## config.mk

```make
export PLATFORM = sky130hd
export DESIGN_NAME = match_scorer
export DESIGN_NICKNAME = d
export VERILOG_FILES = /design/src/rtl/match_scorer.sv
export SDC_FILE = /design/constraint.sdc
export NUM_CORES = 1
export LEC_CHECK = 0
export ABC_AREA = 1
export CORE_UTILIZATION = 55
export DETAILED_ROUTE_END_ITERATION = 8
export DONT_BUFFER_PORTS = 1
export GPL_ROUTABILITY_DRIVEN = 0
export PLACE_DENSITY = 0.67
export SLEW_MARGIN = 25
export SYNTH_ARGS = -nofsm -noshare
export SYNTH_HDL_FRONTEND = slang
export SYNTH_SLANG_ARGS = --single-unit
```

## constraint.sdc

```tcl
create_clock -name clk -period 2.14 [get_ports clk]
set_clock_uncertainty 0.2 [all_clocks]
set_input_delay 0.321 -clock clk [delete_from_list [all_inputs] [get_ports clk]]
set_output_delay 0.321 -clock clk [all_outputs]
set_load 0.05 [all_outputs]
```

## src/rtl/match_scorer.sv

```systemverilog
// match_scorer: tug-of-war scorer for multi-round matches.
// Tracks the rope position, awards rounds, counts round wins up to a match
// win and drives the LED bank directly.
//
// Ports:
//   clk        in   single clock, rising edge
//   rst        in   asynchronous, active-low reset
//   winrnd     in   one-cycle pulse, a push has been arbitrated
//   right      in   1 = right player pushed first
//   leds_on    in   lights were on at the time of the push
//   tie        in   simultaneous push, blocks any update this cycle
//   new_match  in   one-cycle pulse, clears the match
//   score      out  LED word, MSB = far-left LED, LSB = far-right LED
//   rounds_l   out  rounds won by the left player
//   rounds_r   out  rounds won by the right player
//   round_won  out  high in WON_L / WON_R
//   match_over out  high in MATCH_L / MATCH_R
//
// state   | meaning
// --------+---------------------------------------------------------------
// RST     | just out of reset, shows the reset pattern for one cycle
// PLAY    | round in progress, rope position is live
// WON_L   | left won the round, next push restarts play
// WON_R   | right won the round, next push restarts play
// MATCH_L | left won the match, held until new_match or reset
// MATCH_R | right won the match, held until new_match or reset
module match_scorer #(
  parameter int HALF       = 3,
  parameter int WIN_ROUNDS = 2,
  parameter int JUMP_MODE  = 0,
  parameter int PENALTY    = 1,
  parameter int CATCHUP    = 1,
  localparam int CW        = $clog2(WIN_ROUNDS + 1),
  localparam int SW        = 2 * HALF + 1
) (
  input  logic          clk,
  input  logic          rst,
  input  logic          winrnd,
  input  logic          right,
  input  logic          leds_on,
  input  logic          tie,
  input  logic          new_match,
  output logic [SW-1:0] score,
  output logic [CW-1:0] rounds_l,
  output logic [CW-1:0] rounds_r,
  output logic          round_won,
  output logic          match_over
);

  typedef enum logic [2:0] {
    ST_RST     = 3'd0,
    ST_PLAY    = 3'd1,
    ST_WON_L   = 3'd2,
    ST_WON_R   = 3'd3,
    ST_MATCH_L = 3'd4,
    ST_MATCH_R = 3'd5
  } state_t;

  // Five signed bits hold +-HALF plus a full penalty step before saturation.
  localparam int                STEP2_I = (HALF < 2) ? HALF : 2;
  localparam logic signed [4:0] P_MAX   = 5'(HALF);
  localparam logic signed [4:0] P_MIN   = -P_MAX;
  localparam logic signed [4:0] STEP2   = 5'(STEP2_I);
  localparam logic signed [4:0] PEN     = 5'(PENALTY);
  localparam logic signed [4:0] ONE     = 5'sd1;
  localparam logic [CW-1:0]     WR      = CW'(WIN_ROUNDS);

  state_t             state, state_nxt;
  logic signed [4:0]  pos, pos_nxt;
  logic [CW-1:0]      rl_nxt, rr_nxt;
  logic [CW-1:0]      rl_inc, rr_inc;
  logic signed [4:0]  jump_sum;
  logic               mr, push, win_l, win_r;

  always_ff @(posedge clk or negedge rst) begin
    if (!rst) begin
      state    <= ST_RST;
      pos      <= '0;
      rounds_l <= '0;
      rounds_r <= '0;
    end else begin
      state    <= state_nxt;
      pos      <= pos_nxt;
      rounds_l <= rl_nxt;
      rounds_r <= rr_nxt;
    end
  end

  always_comb begin
    state_nxt = state;
    pos_nxt   = pos;
    rl_nxt    = rounds_l;
    rr_nxt    = rounds_r;
    win_l     = 1'b0;
    win_r     = 1'b0;
    // A proper right push or a left jump both pull the rope to the right.
    mr        = (right == leds_on);
    push      = winrnd & ~tie & ~new_match;
    jump_sum  = mr ? (pos + PEN) : (pos - PEN);
    // Counts saturate so they can never wrap.
    rl_inc    = (rounds_l == WR) ? rounds_l : rounds_l + CW'(1);
    rr_inc    = (rounds_r == WR) ? rounds_r : rounds_r + CW'(1);

    case (state)
      ST_RST: begin
        state_nxt = ST_PLAY;
        pos_nxt   = '0;
      end
      ST_PLAY: begin
        if (push) begin
          if (leds_on) begin
            if (pos == P_MAX && mr)
              win_r = 1'b1;
            else if (pos == P_MIN && !mr)
              win_l = 1'b1;
            else if (CATCHUP != 0 && pos == P_MIN)
              pos_nxt = pos + STEP2;
            else if (CATCHUP != 0 && pos == P_MAX)
              pos_nxt = pos - STEP2;
            else
              pos_nxt = mr ? (pos + ONE) : (pos - ONE);
          end else if (JUMP_MODE != 0) begin
            // Penalty saturates at the extremes and never wins a round.
            if (jump_sum > P_MAX)
              pos_nxt = P_MAX;
            else if (jump_sum < P_MIN)
              pos_nxt = P_MIN;
            else
              pos_nxt = jump_sum;
          end
        end
        if (win_r) begin
          rr_nxt    = rr_inc;
          state_nxt = (rr_inc == WR) ? ST_MATCH_R : ST_WON_R;
        end
        if (win_l) begin
          rl_nxt    = rl_inc;
          state_nxt = (rl_inc == WR) ? ST_MATCH_L : ST_WON_L;
        end
      end
      ST_WON_L, ST_WON_R: begin
        if (push) begin
          pos_nxt   = '0;
          state_nxt = ST_PLAY;
        end
      end
      ST_MATCH_L, ST_MATCH_R: begin
      end
      default: begin
        state_nxt = ST_RST;
        pos_nxt   = '0;
        rl_nxt    = '0;
        rr_nxt    = '0;
      end
    endcase

    // new_match outranks tie and winrnd in every legal post-reset state.
    if (new_match && state inside {ST_PLAY, ST_WON_L, ST_WON_R,
                                   ST_MATCH_L, ST_MATCH_R}) begin
      state_nxt = ST_PLAY;
      pos_nxt   = '0;
      rl_nxt    = '0;
      rr_nxt    = '0;
    end
  end

  always_comb begin
    score = '0;
    case (state)
      ST_RST:
        for (int i = 0; i < SW; i++)
          score[i] = (i < STEP2_I) || (i >= SW - STEP2_I);
      ST_PLAY:
        for (int i = 0; i < SW; i++)
          score[i] = (i == HALF - int'(pos));
      ST_WON_L, ST_MATCH_L:
        for (int i = 0; i < SW; i++)
          score[i] = (i > HALF);
      ST_WON_R, ST_MATCH_R:
        for (int i = 0; i < SW; i++)
          score[i] = (i < HALF);
      default:
        for (int i = 0; i < SW; i++)
          score[i] = (i % 2 == 0);
    endcase
  end

  assign round_won  = (state == ST_WON_L)   || (state == ST_WON_R);
  assign match_over = (state == ST_MATCH_L) || (state == ST_MATCH_R);

endmodule
```

==> results.py <==
metrics = {
    "status": {
        "status": "finished, violations left",
        "violations": "negative setup slack",
    },
    "logic_synthesis": {
        "synth_cell_types": 29,
        "synth_area_leaders": "dfrtp_1, nand2_1, nand3_1, ha_1, inv_1",
        "syn-cell-area_sq_um": 1300,
        "synth.avg_cell_area_sq_um": 6.37,
        "synth_area_leader_cell": "dfrtp_1",
        "yosys_warnings": 0,
        "ys_ff_latch": 12,
        "synth_top_area_share_pct": 23.1,
        "synth-seq-area-share_pct": 23.1,
        "netlist_instances": 204,
        "syn_nets": 221,
    },
    "routing": {
        "totalWireLength_microns": 3420,
        "drc": 0,
        "drtIter0Drc": 29,
        "ant_nets": 0,
        "vias": 1396,
        "via_per_inst": 5.41,
        "dr.pass1.iters": 4,
        "routedWlPerCell_microns": 13.3,
    },
    "placement": {
        "port_buffers": 0,
        "dpl.hpwl_microns": 2680,
        "detailed_place.area_sq_um": 1510,
        "place_ws_ps": 12.2,
    },
    "worst_setup_path": {
        "crit_type": "flop to output pin",
        "worst-path-stages": 8,
        "arrival_ps": 1780,
        "rr_startpoint": "pos[0]",
        "critical_path.top_delay_family": "flip-flops",
        "slowest_stage": "dfrtp_1",
        "cp_num_buf_inv": 2,
        "ff2ff_setup_slack_ps": 170,
        "r2r_end": "pos[4]",
        "cp_cell_sequence": "nor2_4 -> ha_4 -> nor2_4 -> nor2_4 -> nor2_4 -> inv_2 -> o211ai_1 -> buf_4",
        "crit_end": "score[6]",
        "critical_path_required_ps": 1620,
        "slowest_delay_ps": 420,
        "start_kind": "flop",
        "critPathMaxFanout": 3,
        "crit_start": "pos[3]",
        "cpMostUsedCell": "nor2_4",
        "reg2reg_depth": 9,
        "critPathCaptureType": "output pin",
    },
    "clock_network": {
        "clk_latency_ps": 270,
        "cts.path.max_buffers": 2,
        "cts_tree": "built",
        "h-tree-depth": 1,
        "cts_inserted_buffers": 3,
        "clk_pin_slew_ps": 80,
        "root_buffer": "clkbuf_4",
        "clock_sinks": 12,
    },
    "cells_and_area": {
        "nets": 248,
        "areaGrowthSynthToFinish_pct": 27.7,
        "design_area_sq_um": 1660,
        "n_antenna_cell": 0,
        "finish.utilization_pct": 75.0,
        "drive_gt1_share_pct": 25.7,
    },
    "timing": {
        "fmax_ghz": 0.435,
        "drv_slew": 0,
        "min_period_ps": 2300,
        "grt_setup_unrepaired": "yes",
        "finalSetupViolCount": 7,
        "holdWs_ps": 40.3,
        "relSlewSlack_pct": 64.0,
        "hold_viol_final": 0,
        "fin_crit_sh_pct": 108,
        "tightestPinTransition_ps": 538,
        "worst_slack_ps": -161,
    },
    "global_route": {
        "grt_pass1_wl_microns": 5530,
        "grt_start_max_net_pins": 13,
        "antenna_found_initial": 0,
        "grt_pass1_vias": 1293,
        "grt_usage_pct": 28.8,
        "grt_overflow": 0,
    },
    "floorplanning": {
        "rows": 17,
        "initial_core_util_pct": 58.7,
        "die_y_microns": 50.6,
        "core_sq_um": 2210,
        "pin_count": 20,
        "die_area_sq_um": 2560,
        "die_width_microns": 50.6,
    },
    "run": {
        "drv_cap": 0,
    },
    "min_path": {
        "min_path_cells": 3,
        "hold_path_class": "primary input to flop",
    },
}
==> logic make-up after synthesis <==
logic type                 Yosys count  synth area share, %
and+or+nand+nor                    127                 45.3
AOI/OAI and AO/OA                   19                 8.96
adders and majority gates           10                 10.2
DFF                                 12                 23.1
xor gates and xnor gates             3                 2.02
buffers and inverters               33                 10.4
==> tightest hold or removal path, cell delays in order <==
cell and delay (ps):
nor2_4 40, nand2_1 50, o21ai_1 60
==> cell usage after synthesis, drive strengths merged <==
library cell	n
buf	2
o22ai	1
o21ai	11
nand3b	1
dfrtp	12
nand2	71
inv	31
a31oi	2
nor3	1
xnor2	2
nand4	2
nor4	1
nor2	18
o211ai	1
fa	1
o41ai	1
nand3	33
a21oi	3
xor2	1
ha	9
==> layout by cell type (no fill, tap or decap), types with 4 or more instances in the layout <==
master	synthesis	layout
nand2_1	67	67
nand3_1	30	27
inv_1	27	25
buf_4	1	18
dfrtp_1	12	12
nor2_4	3	8
ha_1	9	8
nor2_1	13	7
inv_2	4	6
nand3_2	3	6
o21ai_0	7	6
o21ai_1	4	4
==> what timing repair did <==
item / in CTS / in global routing
setup buffers: 4 / 1
hold buffers: 1 / 0
endpoints found under the setup margin: 7 / 12
gates resized for setup: 11 / 11
pin swaps: 8 / 7
hold endpoints to repair: 12 / 0
==> how the worst min path moves through the flow <==
| stage | startpoint | to |
|---|---|---|
| final | new_match | rounds_l[0] |
| after global routing | new_match | rounds_l[0] |
| after CTS | new_match | rounds_l[0] |
| after detailed placement | rst | pos[1] |
| after global placement | rst | pos[1] |
| after floorplan | rst | pos[0] |
==> flip-flops by register name (all words and copies together) (netlist names) <==
register and cells:
rounds_l 2, pos 5, rounds_r 2, state 3
==> routing by layer <==
metal | routed length [microns] | track usage [%] | vias up
met3 | 63 | 5.76 | 2
met5 | 0 | 0 | -
met4 | 12 | 4.63 | 0
li1 | - | - | 715
met1 | 1530 | 33.5 | 661
met2 | 1820 | 54.4 | 18
==> metrics by stage <==
| step | setup TNS (ps) | cells |
|---|---|---|
| 2_1_floorplan | -1300 | 204 |
| 3_3_place_gp | 0 | 251 |
| 3_5_place_dp | 0 | 251 |
| 4_1_cts | -1180 | 257 |
| 5_1_grt | -1200 | 258 |
| 6_report | -728 | 258 |
==> cell type report <==
type / instances / area [sq um]
Clock buffer: 4 / 36.3
Fill cell: 186 / 553
Inverter: 31 / 116
Multi-Input combinational cell: 159 / 957
Sequential cell: 12 / 300
Tap cell: 28 / 35.0
Timing Repair Buffer: 24 / 214
Power is left out: the tool's default activity adds up to more than one toggle a clock period on the data nets, which glitch-free logic cannot reach.
